**src/rtl/alu_seq_ctrl.sv**
```systemverilog
// alu_seq_ctrl: multi-cycle sequencer for the A/Q/M ALU datapath.
// Runs add, sub, Booth radix-2 multiply and non-restoring divide.
// Ports: clk, reset (async, active-low), start, op[1:0], abort,
//   datapath status q0/q_m1/a_sign; strobes ld_regs, add_en, sub_en,
//   shift_en, shift_left, qbit_en, qbit_val; iter, busy, done.
module alu_seq_ctrl #(
   parameter int N     = 8,
   parameter int CNT_W = 3
) (
   input  logic             clk,
   input  logic             reset,
   input  logic             start,
   input  logic [1:0]       op,
   input  logic             abort,
   input  logic             q0,
   input  logic             q_m1,
   input  logic             a_sign,
   output logic             ld_regs,
   output logic             add_en,
   output logic             sub_en,
   output logic             shift_en,
   output logic             shift_left,
   output logic             qbit_en,
   output logic             qbit_val,
   output logic [CNT_W-1:0] iter,
   output logic             busy,
   output logic             done
);

   typedef enum logic [3:0] {
      S_IDLE, S_INIT, S_EXEC, S_EVAL, S_SHIFT,
      S_DADD, S_QBIT, S_CORR, S_DONE
   } state_t;

   localparam logic [CNT_W-1:0] LAST = CNT_W'(N - 1);
   localparam logic [CNT_W-1:0] ONE  = CNT_W'(1);

   state_t           state, state_nxt;
   logic [1:0]       op_r, op_nxt;
   logic [CNT_W-1:0] iter_nxt;
   logic             last;

   assign last = (iter == LAST);
   assign busy = (state != S_IDLE);

   always_ff @(posedge clk or negedge reset) begin
      if (!reset) begin
         state <= S_IDLE;
         op_r  <= 2'b00;
         iter  <= '0;
      end else begin
         state <= state_nxt;
         op_r  <= op_nxt;
         iter  <= iter_nxt;
      end
   end

   always_comb begin
      state_nxt  = state;
      op_nxt     = op_r;
      iter_nxt   = iter;
      ld_regs    = 1'b0;
      add_en     = 1'b0;
      sub_en     = 1'b0;
      shift_en   = 1'b0;
      shift_left = 1'b0;
      qbit_en    = 1'b0;
      qbit_val   = 1'b0;
      done       = 1'b0;
      unique case (state)
         S_IDLE: begin
            if (start) begin
               state_nxt = S_INIT;
               op_nxt    = op;
            end
         end
         S_INIT: begin
            ld_regs  = 1'b1;
            iter_nxt = '0;
            if (!op_r[1])     state_nxt = S_EXEC;
            else if (!op_r[0]) state_nxt = S_EVAL;
            else              state_nxt = S_SHIFT;
         end
         S_EXEC: begin
            add_en    = ~op_r[0];
            sub_en    = op_r[0];
            state_nxt = S_DONE;
         end
         S_EVAL: begin
            // Booth recoding from the live {Q[0],Q[-1]} pair
            add_en    = ~q0 & q_m1;
            sub_en    = q0 & ~q_m1;
            state_nxt = S_SHIFT;
         end
         S_SHIFT: begin
            shift_en   = 1'b1;
            shift_left = op_r[0];
            if (op_r[0]) begin
               state_nxt = S_DADD;
            end else begin
               iter_nxt  = iter + ONE;
               state_nxt = last ? S_DONE : S_EVAL;
            end
         end
         S_DADD: begin
            // non-restoring: subtract while A >= 0, add back when negative
            sub_en    = ~a_sign;
            add_en    = a_sign;
            state_nxt = S_QBIT;
         end
         S_QBIT: begin
            qbit_en   = 1'b1;
            qbit_val  = ~a_sign;
            iter_nxt  = iter + ONE;
            state_nxt = last ? S_CORR : S_SHIFT;
         end
         S_CORR: begin
            add_en    = a_sign;
            state_nxt = S_DONE;
         end
         S_DONE: begin
            done      = 1'b1;
            state_nxt = S_IDLE;
         end
         default: begin
            state_nxt = S_IDLE;
         end
      endcase
      // cancel drops straight to IDLE without a done pulse
      if (abort && state != S_IDLE && state != S_DONE) begin
         state_nxt = S_IDLE;
         iter_nxt  = '0;
      end
   end

endmodule

```
**config.mk**
```make
export PLATFORM = sky130hd
export DESIGN_NAME = alu_seq_ctrl
export DESIGN_NICKNAME = d
export VERILOG_FILES = /design/src/rtl/alu_seq_ctrl.sv
export SDC_FILE = /design/constraint.sdc
export NUM_CORES = 1
export LEC_CHECK = 0
export ABC_AREA = 1
export CAP_MARGIN = 0
export CORE_MARGIN = 5
export CORE_UTILIZATION = 30
export CTS_CLUSTER_DIAMETER = 120
export DETAILED_ROUTE_END_ITERATION = 8
export PLACE_DENSITY = 0.66
export RECOVER_POWER = 25
export SYNTH_ARGS = -nofsm -noshare
export SYNTH_HDL_FRONTEND = slang
export SYNTH_SLANG_ARGS = --single-unit
export TNS_END_PERCENT = 1
```
**constraint.sdc**
```tcl
create_clock -name clk -period 1.7 [get_ports clk]
set_input_delay 0.34 -clock clk [delete_from_list [all_inputs] [get_ports clk]]
set_output_delay 0.34 -clock clk [all_outputs]
set_load 0.02 [all_outputs]
```
Word level (Yosys, flattened, before mapping) --
Index checks and enable logic that the tools add are counted.
Operators by class: bitwise gates (word level) 6, muxes and demuxes 19, eq/ne operators 12, reductions and logical operators 9, add/subtract/negate cells 1
Operator list (count):
- one-hot mux 4 bit (7 select lines) | 1
- == test 4 x 3 -> 1 bit, second input constant | 4
- 2-to-1 mux 4 bit | 4
- 2-to-1 mux 3 bit | 4
- one-hot mux 3 bit (3 select lines) | 1
- == test 4 x 2 -> 1 bit, second input constant | 2
- nonzero test 4 bit | 2
- 2-to-1 mux 1 bit | 6
- inequality test 3 bit, second input constant | 2
- one-hot mux 1 bit (3 select lines) | 2
- == test 4 x 1 -> 1 bit, second input constant | 1
- == test 4 bit, second input constant | 1
- zero test 4 bit | 1
- inequality test 4 bit, second input constant | 1
- NOT 1 bit | 4
- AND reduction 2 bit | 2
- OR reduction 2 bit | 2
- adder 3 x 1 -> 3 bit, second input constant | 1
- == test 3 bit, second input constant | 1
- AND 1 bit | 2
- logical AND 1 bit | 2
- 2-to-1 mux 2 bit | 1
Storage, ports and cells: bits in registers 9, logic and storage cells 50

Longest topological paths before layout --
Gate-level depths: netlist of the first run.
depth after elaboration 5, gate-level depth with buffers 7

Worst setup path before layout of the first run --
No wires, ideal clock.
kind register to output, start point reg state[3], end point out sub_en, path slack 0.214 ns, cell stages (with the launch flop) 6, data required time 1.360 ns, arrival 1.146 ns, cells stage by stage dfrtp_1 -> nor2_2 -> nand3_1 -> inv_1 -> nand3_1 -> o211ai_1
On the way: word-level cells in the longest chain between the ends 2, elaborated cells between the ends (all ways) 4, classes of those cells eq/ne: 3; mux: 1
RTL lines:
- from (decl) | RTL line 38 | state_t state, state_nxt;
- from (signal assigned) | RTL line 52 | state <= state_nxt;
- == test 4 x 3 -> 1 bit or == test 4 x 2 -> 1 bit (tied branches) | RTL line 70 | unique case (state)
- one-hot mux 1 bit (3 select lines) * | RTL line 70
- to (decl) | RTL line 20 | output logic sub_en,
Mark *: on every way between the ends. The rest lies on a longest branch, timed or not.

Worst setup path after layout of the first run --
start point reg state[1], end point out sub_en
Same word-level chain as after synthesis.

==> metrics.yaml, run 1 <==
finish:
  finalNonFillerCells: 177
  fin_area_um2: 1190
  fillers: 220
  layout-drive-gt1-share: 0.477
  area_delta_synth_final_pct: 78.1
  num_antenna_cells: 0
  final_nets: 161
worst_setup_path:
  path_cells: "buf_4, nor2_4, nand2_2, o211ai_1, buf_4"
  crit_path_frequent_cell: "buf_4"
  cp_slowest_cell: "dfrtp_1"
  arrival_ns: 1.36
  end_kind: "primary output"
  crit_buf_inv: 2
  start_kind: "register"
  critical_path.top_delay_family: "flip-flops"
  max_stage_delay_ns: 0.42
  cp_max_fo: 4
  critPathKind: "register to primary output"
  critPathRequiredTime_ns: 1.36
route:
  vias_per_cell: 4.65
  drtPass1Iterations: 4
  post_drt_wl_per_cell_um: 11.7
  drt-total-wl_um: 2060
  first_iter_violations: 14
  ant_nets: 0
  drcViolationCount: 0
  vias: 823
timing:
  setup_viol: 1
  skew_ns: 0.00500
  rsz0062_at_grt: "true"
  hold_viol: 0
  period_share: 1.00
  worst_pin_slew_ns: 0.426
  slew_headroom: 0.715
  finalMaxSlewViolations: 0
  tns_ns: -0.0000849
  setup_ws_ns: -0.0000849
  timing.fmax_ghz: 0.588
  fin_crit_ns: 1.70
yosys:
  synth_nets: 104
  synth_area_per_cell_um2: 7.20
  synth.yosys.seq_area_share: 0.336
  synth_warnings: 0
  synth_seq_cells: 9
  synth_area_um2: 669
  syn_inst: 93
  yosysUniqueCellTypes: 19
clocking:
  path_clk_slew_ns: 0.07
  clockBufferDepth: 2
  clkLatencyLatePin_ns: 0.27
  cts_root_buf: "clkbuf_4"
  htree_levels: 1
  ctsHoldBuffers: 0
  clkSinkCount: 9
  cts_buffers: 3
  cts_tree: "yes"
power:
  power_density_nw_per_um2: 1790
  leakagePower_nw: 0.617
  ir_drop_uv: 1070
  total_power_mw: 2.13
placement:
  hpwl_um: 1630
  finalWeightedCongestion: 0.772
  place_ws_ns: -0.320
  dp_cells: 168
  numPortBuffers: 20
  dpl-instance-area_um2: 1110
die:
  core_um2: 2170
  fp.dieH_um: 57.2
  dieArea_um2: 3280
  die_w_um: 57.2
  initial_core_util: 0.309
  rows: 17
  ios: 21
global_routing:
  use_met1: 0.166
  overflow: 0
  grt_pass1_wl_um: 3480
  grt_pass1_vias: 778
  gr-usage-all-layers: 0.135
  grtUsageMet2: 0.219
  grtUsageMet3: 0.0317
  busiest_layer: "met2"
  antenna_found_initial: 0
  grt_start_max_net_pins: 10
run_status:
  violations: "negative setup slack"
  status: "finished with violations"
job:
  max_cap_violations: 0
min_path:
  hp-class: "input pin to asynchronous set/reset pin"
## path summary, 6_finish.rpt
kind                                            from              endpoint  slack (ns)  depth (start not counted)
worst max-delay path            state[1]$_DFFE_PN0P_                sub_en    -0.00008                          5
worst min-delay path                           reset   iter[2]$_DFFE_PN0P_        0.44                          1
worst max register to register  state[1]$_DFFE_PN0P_   iter[1]$_DFFE_PN0P_        0.33                          7
worst min register to register   iter[2]$_DFFE_PN0P_   iter[2]$_DFFE_PN0P_        0.56                          2
max in group asynchronous                      reset  state[3]$_DFFE_PN0P_        0.93                          1
min in group clk                 iter[2]$_DFFE_PN0P_   iter[2]$_DFFE_PN0P_        0.56                          2
## cell families (layout without fill, tap and decap cells)
| family | Yosys count | in the layout | share of synthesized area |
|---|---|---|---|
| buffers and inverters | 14 | 70 | 0.0785 |
| and+or+nand+nor | 55 | 55 | 0.422 |
| adders and majority gates | 2 | 2 | 0.0374 |
| DFF | 9 | 9 | 0.336 |
| AOI/OAI and AO/OA | 13 | 13 | 0.125 |
## metal layers
| layer | share of wire | wire, um |
|---|---|---|
| met1 | 0.41 | 850 |
| met2 | 0.48 | 999 |
| met3 | 0.079 | 162 |
| met4 | 0.024 | 50 |
| met5 | 0 | 0 |
## final cells by class
type | count | area, um2 | area share
clock buffers | 4 | 26.3 | 0.0220
inverters | 14 | 52.6 | 0.0441
multi-input cells | 70 | 419 | 0.352
flip-flops and latches | 9 | 228 | 0.191
well taps | 28 | 35.0 | 0.0294
repair buffers | 52 | 432 | 0.362
## layout by cell type, fill, tap and decap left out
cell type and n:
o21ai_2 2, a21oi_1 5, dlygate4sd3_1 1, nor3_1 1, nand3_4 1, nor2_4 5, buf_6 5, inv_1 9
clkbuf_1 1, nand3_2 1, a21oi_2 1, nor2_1 11, clkdlybuf4s50_1 10, o211ai_1 3, inv_2 5, nand3_1 12
dfrtp_2 2, buf_2 2, nand2_1 14, buf_4 34, clkbuf_4 3, nand2_4 1, nor2_2 3, nand2_2 6
o21ai_1 1, dfrtp_1 7, o21ai_0 1, ha_1 2
## metrics by stage
step	hold WS (ns)	util
final	0.441	0.550
after global placement	0.544	0.510
after global routing	0.481	0.550
after detailed placement	0.554	0.510
after CTS	0.381	0.513
after floorplan	0.0444	-
## where the power goes
part	internal [mW]	switching [mW]	total (mW)
registers	0.295	0.116	0.411
logic	0.787	0.763	1.55
clock network	0.0908	0.0821	0.173
total	1.17	0.961	2.13
## what timing repair did
item / CTS / global route
resized for setup: 39 / 22
pin swaps: 0 / 5
endpoints found under the setup margin: 9 / 9
buffers inserted: 0 / 5
## state kept, by name, summed over array words and instances (netlist names)
| signal | flops |
|---|---|
| iter | 3 |
| op_r | 2 |
| state | 4 |
## Yosys cell counts
cell type  number  share of area
nand3_1        13          0.097
ha_1            2          0.037
o21ai_1         1         0.0075
nand2_4         1          0.017
o21ai_0         1         0.0075
inv_1          12          0.067
nor2_4          3          0.050
nor3_1          1         0.0075
nor2_2          4          0.037
nor2_1         12          0.067
nand2_2         2          0.019
nand3_4         1          0.026
dfrtp_1         9           0.34
nand2_1        18           0.10
a21oi_2         1          0.013
inv_2           2          0.011
a21oi_1         5          0.037
o211ai_1        3          0.034
o21ai_2         2          0.026
No activity file was read; power rests on OpenSTA's default activity.
==> run 2: changes to the inputs <==
--- a/config.mk
+++ b/config.mk
@@ -8,10 +8,10 @@
 export ABC_AREA = 1
 export CAP_MARGIN = 0
 export CORE_MARGIN = 5
-export CORE_UTILIZATION = 30
+export CORE_UTILIZATION = 44
 export CTS_CLUSTER_DIAMETER = 120
 export DETAILED_ROUTE_END_ITERATION = 8
-export PLACE_DENSITY = 0.66
+export PLACE_DENSITY = 0.86
 export RECOVER_POWER = 25
 export SYNTH_ARGS = -nofsm -noshare
 export SYNTH_HDL_FRONTEND = slang
==> run 2 against run 1 <==
Power decreased by 3.3%. Critical path depth unchanged. Global-route usage increased by 5.3 points. Sequential share of layout area increased by 0.75 points. Flip-flop and latch count unchanged. Clock power decreased by 5%. The run still ends with negative setup slack left. Setup slack got worse by 0.034 ns. Combinational power decreased by 4%. Core utilization increased by 23 points. Largest cell class is now multi-input combinational cells. First-iteration DRC count increased by 71%.
==> metrics.yaml, run 2 (same netlist as run 1, synthesis figures left out) <==
die:
  ios: 21  # unchanged
  dieArea_um2: 2400  # -27%
  core_um2: 1470  # -32%
  rows: 14  # -3
  die_w_um: 49.0  # -14%
  initial_core_util: 0.455  # +0.146
  fp.dieH_um: 49.0  # -14%
finish:
  fin_util: 0.776  # +0.226
  num_antenna_cells: 0  # unchanged
  area_delta_synth_final_pct: 70.5
  final_nets: 158  # -1.9%
  multi_input_area_um2: 412  # -1.8%
  final_common_cell: "buf_4"
  fin_area_um2: 1140  # -4.3%
  layout-drive-gt1-share: 0.438  # -0.0382
  final_cell_mix: "buf_4, nand2_1, nor2_1, nand3_1"
  reg_top3: "state: 4 flops, iter: 3 flops, op_r: 2 flops"
  regMostFlops: "state"
  regArea_um2: 226  # -0.55%
  largest_reg_flops: 4  # unchanged
  fillers: 102  # -54%
route:
  drtPass1Iterations: 4  # unchanged
  first_iter_violations: 24  # +10
  post_drt_wl_per_cell_um: 13.7  # +18%
  vias: 839  # +1.9%
  vias_per_cell: 5.18  # +11%
  drcViolationCount: 0  # unchanged
  drt-total-wl_um: 2230  # +7.9%
  ant_nets: 0  # unchanged
worst_setup_path:
  critPathKind: "register to primary output"
  cp_max_fo: 5  # +1
  critPathRequiredTime_ns: 1.36  # about the same
  start_kind: "register"
  end_kind: "primary output"
  arrival_ns: 1.39  # +0.03 ns
global_routing:
  grt_pass1_vias: 876  # +13%
  antenna_found_initial: 0  # unchanged
  overflow: 0  # unchanged
  gr-usage-all-layers: 0.188  # +0.0529
  grt_start_max_net_pins: 10  # unchanged
  grt_pass1_wl_um: 3560  # +2.2%
timing:
  rsz0062_at_grt: "true"
  worst_pin_slew_ns: 0.399  # -0.0271 ns
  setup_viol: 2  # +1
  slew_headroom: 0.733  # +0.0181
  skew_ns: 0.00523  # +0.000235 ns
  fin_crit_ns: 1.73  # +0.0345 ns
  hold_viol: 0  # unchanged
  finalMaxSlewViolations: 0  # unchanged
  period_share: 1.02  # +0.0203
  setup_ws_ns: -0.0346  # -0.0345 ns
  timing.fmax_ghz: 0.577  # -2.0%
  holdWs_ns: 0.435  # -0.00642 ns
clocking:
  htree_levels: 1  # unchanged
  cts_root_buf: "clkbuf_4"
  clkLatencyLatePin_ns: 0.26  # about the same
  clockBufferDepth: 2  # unchanged
  cts_buffers: 3  # unchanged
  clkSinkCount: 9  # unchanged
  cts_tree: "yes"
  path_clk_slew_ns: 0.06  # about the same
placement:
  place_ws_ns: -0.372  # -0.0529 ns
  numPortBuffers: 20  # unchanged
  dpl-instance-area_um2: 1070  # -3.4%
  hpwl_um: 1710  # +5.3%
  finalWeightedCongestion: 0.853  # +10%
run_status:
  status: "finished with violations"
  violations: "negative setup slack"
power:
  total_power_mw: 2.06  # -3.3%
  ir_drop_uv: 1220  # +13%
  power_density_nw_per_um2: 1810  # +1.1%
  leakagePower_nw: 0.611  # -0.95%
min_path:
  hp-class: "input pin to asynchronous set/reset pin"
job:
  max_cap_violations: 0  # unchanged
-- run 2: changes by cell type in the layout (fill, tap and decap cells not counted) --
cell      before  now
dfrtp_1        7    8
nand2_2        6    4
nor2_1        11   12
buf_4         34   31
nor2_2         3    2
nand2_1       14   16
buf_2          2    3
clkinv_2       0    1
inv_2          5    4
clkbuf_1       1    0
buf_6          5    4
dfrtp_2        2    1
inv_1          9   10
-- run 2: report_power, final --
| part | internal, mW | total [mW] | switching (mW) |
|---|---|---|---|
| sequential | 0.294 | 0.412 | 0.119 |
| clock | 0.0868 | 0.164 | 0.0771 |
| combinational | 0.708 | 1.49 | 0.779 |
| total | 1.09 | 2.06 | 0.974 |
-- run 2: routing by layer --
layer,track usage,part of all wire,up-vias
met4,0.126,0.018,0
met1,0.187,0.38,403
li1,-,-,405
met2,0.352,0.55,27
met5,0,0,-
met3,0.0245,0.049,4
-- run 2: repair_timing --
item,4_1_cts,5_1_grt
pin swaps,2,5
resized for setup,45,9
endpoints found under the setup margin,9,6
buffers inserted,1,4
hold buffers,0,0
-- run 2: worst paths after layout --
check                      slack (ns)                   end            startpoint  cells after the start
hold / removal                   0.43  state[2]$_DFFE_PN0P_                 reset                      1
hold reg to reg                  0.58   iter[0]$_DFFE_PN0P_   iter[0]$_DFFE_PN0P_                      2
setup / recovery                -0.03                sub_en  state[3]$_DFFE_PN0P_                      5
max in group asynchronous        0.96  state[0]$_DFFE_PN0P_                 reset                      1
setup reg to reg                 0.25   iter[2]$_DFFE_PN0P_  state[3]$_DFFE_PN0P_                      8
min in group clk                 0.58   iter[0]$_DFFE_PN0P_   iter[0]$_DFFE_PN0P_                      2
-- run 2: through the flow --
step | std cells | TNS [ns]
2_1_floorplan | 93 | 0
3_3_place_gp | 153 | -1.16
3_5_place_dp | 153 | -1.41
4_1_cts | 158 | -0.0579
5_1_grt | 162 | -0.310
6_report | 162 | -0.0467
-- run 2: cell type report --
type | instances | area share
Multi-Input combinational cell | 70 | 0.361
Timing Repair Buffer | 49 | 0.353
Sequential cell | 9 | 0.198
Inverter | 14 | 0.0461
Clock buffer | 3 | 0.0197
Tap cell | 16 | 0.0175
Clock inverter | 1 | 0.00439
-- run 2: critical path, cell delays in order, from the launching register on --
cell	delay, ns
dfrtp_1	0.42
buf_6	0.14
nor2_4	0.18
nand2_2	0.08
o211ai_1	0.16
buf_4	0.16
==> run 3: changes to the inputs <==
==> constraint.sdc (replaced) <==
create_clock -name clk -period 1.8 [get_ports clk]
set_input_delay 0.36 -clock clk [delete_from_list [all_inputs] [get_ports clk]]
set_output_delay 0.36 -clock clk [all_outputs]
set_load 0.02 [all_outputs]
==> run 3 against run 2 <==
The run now ends clean. Critical path type unchanged. Critical path depth did not move. Largest cell class unchanged. First-iteration DRC count fell by 46%. Sequential power fell by 5.3%.
==> metrics.yaml, run 3 (same netlist as run 1, synthesis figures left out) <==
global_routing:
  overflow: 0  # unchanged
  antenna_found_initial: 0  # unchanged
  grt_start_max_net_pins: 10  # unchanged
  gr-usage-all-layers: 0.174  # -0.0137
  grt_pass1_vias: 818  # -6.6%
  grt_pass1_wl_um: 3270  # -8.1%
finish:
  final_common_cell: "buf_4"
  regMostFlops: "state"
  area_delta_synth_final_pct: 57.4
  num_antenna_cells: 0  # unchanged
  fin_util: 0.716  # -0.0595
  fillers: 126  # +24%
  final_nets: 151  # -4.4%
  layout-drive-gt1-share: 0.374  # -0.0643
  final_cell_mix: "buf_4, nand2_1, nand3_1"
  largest_reg_flops: 4  # unchanged
  reg_top3: "state: 4 flops, iter: 3 flops, op_r: 2 flops"
timing:
  timing.fmax_ghz: 0.563
  setup_viol: 0  # -2
  slew_headroom: 0.737  # +0.00432
  skew_ns: 0.00128  # -0.00395 ns
  finalMaxSlewViolations: 0  # unchanged
  rsz0062_at_grt: "true"
  hold_viol: 0  # unchanged
  period_share: 0.987
  fin_crit_ns: 1.78
  worst_pin_slew_ns: 0.393  # -0.00646 ns
route:
  vias_per_cell: 5.08  # -1.8%
  drcViolationCount: 0  # unchanged
  drtPass1Iterations: 4  # unchanged
  drt-total-wl_um: 2020  # -9.2%
  ant_nets: 0  # unchanged
  vias: 788  # -6.1%
  first_iter_violations: 13  # -46%
  post_drt_wl_per_cell_um: 13.0  # -5.1%
power:
  ir_drop_uv: 1030  # -15%
  power_density_nw_per_um2: 1660  # -7.9%
  leakagePower_nw: 0.567  # -7.2%
  total_power_mw: 1.75  # -15%
die:
  core_um2: 1470  # unchanged
  ios: 21  # unchanged
  dieArea_um2: 2400  # unchanged
  fp.dieH_um: 49.0  # unchanged
  rows: 14  # unchanged
  initial_core_util: 0.455  # unchanged
  die_w_um: 49.0  # unchanged
clocking:
  cts_buffers: 3  # unchanged
  cts_tree: "yes"
  cts_root_buf: "clkbuf_4"
  path_clk_slew_ns: 0.06  # about the same
  clkSinkCount: 9  # unchanged
  htree_levels: 1  # unchanged
  clockBufferDepth: 2  # unchanged
  clkLatencyLatePin_ns: 0.26  # about the same
worst_setup_path:
  path_cells: "buf_4, nor2_4, nand2_1, o211ai_1, buf_4"
  critPathKind: "register to primary output"
  start_kind: "register"
  cp_slowest_cell: "dfrtp_1"
  max_stage_delay_ns: 0.41  # about the same
  arrival_ns: 1.42  # +0.03 ns
  end_kind: "primary output"
  crit_path_frequent_cell: "buf_4"
  critPathRequiredTime_ns: 1.44  # +0.08 ns
  cp_max_fo: 5  # unchanged
job:
  max_cap_violations: 0  # unchanged
placement:
  numPortBuffers: 20  # unchanged
  finalWeightedCongestion: 0.871  # +2.1%
  hpwl_um: 1730  # +1.1%
min_path:
  hp-class: "input pin to asynchronous set/reset pin"
run_status:
  status: "completed"
run 3: cell types whose count changed in the layout (fill, tap and decap cells not counted), moves of 2 or more:
cell / previous run / this run
buf_4: 31 / 24
buf_6: 4 / 0
clkbuf_2: 0 / 5
inv_1: 10 / 12
inv_2: 4 / 2
nand2_1: 16 / 18
nand2_2: 4 / 2
run 3: area by class of cell:
cell class | count | area [um2] | area share
inverter | 14 | 52.6 | 0.0499
multi-input combinational | 70 | 402 | 0.381
tap | 16 | 20.0 | 0.0190
timing repair buffer | 42 | 325 | 0.309
sequential | 9 | 228 | 0.216
clock buffer | 4 | 26.3 | 0.0249
run 3: final timing paths:
kind / from / endpoint / slack, ns / depth (start not counted)
max in group asynchronous: reset / state[0]$_DFFE_PN0P_ / 1.04 / 1
worst min register to register: iter[1]$_DFFE_PN0P_ / iter[1]$_DFFE_PN0P_ / 0.57 / 2
worst max register to register: state[3]$_DFFE_PN0P_ / iter[2]$_DFFE_PN0P_ / 0.34 / 8
worst min-delay path: reset / iter[0]$_DFFE_PN0P_ / 0.46 / 1
min in group clk: iter[1]$_DFFE_PN0P_ / iter[1]$_DFFE_PN0P_ / 0.57 / 2
worst max-delay path: state[3]$_DFFE_PN0P_ / sub_en / 0.02 / 5
run 3: routing by layer:
metal,routed length (um),track usage,up-vias
li1,-,-,392
met4,60,0.139,0
met3,94,0.0214,8
met2,1070,0.320,28
met5,0,0,-
met1,800,0.170,360
run 3: worst max-delay path, delay by kind of cell, from the launching register on:
kind	cells	cell delay (ns)
simple gates	2	0.24
buf+inv	2	0.33
compound gates	1	0.17
flops	1	0.41
run 3: metrics by stage:
step | cells | hold WS [ns] | setup TNS, ns | setup WS [ns] | area (um2)
4_1_cts | 154 | 0.390 | -0.132 | -0.0690 | 1070
3_3_place_gp | 150 | 0.544 | -0.570 | -0.246 | 1050
2_1_floorplan | 93 | 0.0644 | 0 | 0.294 | 669
3_5_place_dp | 150 | 0.556 | -0.721 | -0.258 | 1050
5_1_grt | 155 | 0.498 | -0.0298 | -0.0298 | 1050
6_report | 155 | 0.460 | 0 | 0.0226 | 1050
run 3: power by group:
group	internal [mW]	leakage, nW	total [mW]	switching, mW
sequential	0.279	0.115	0.390	0.111
combinational	0.534	0.437	1.21	0.680
clock	0.0851	0.0150	0.150	0.0650
total	0.898	0.567	1.75	0.856
run 3: what timing repair did:
item,4_1_cts,5_1_grt
hold buffers,0,0
endpoints found under the setup margin,9,7
resized for setup,24,13
setup buffers,0,1
pin swaps,0,1
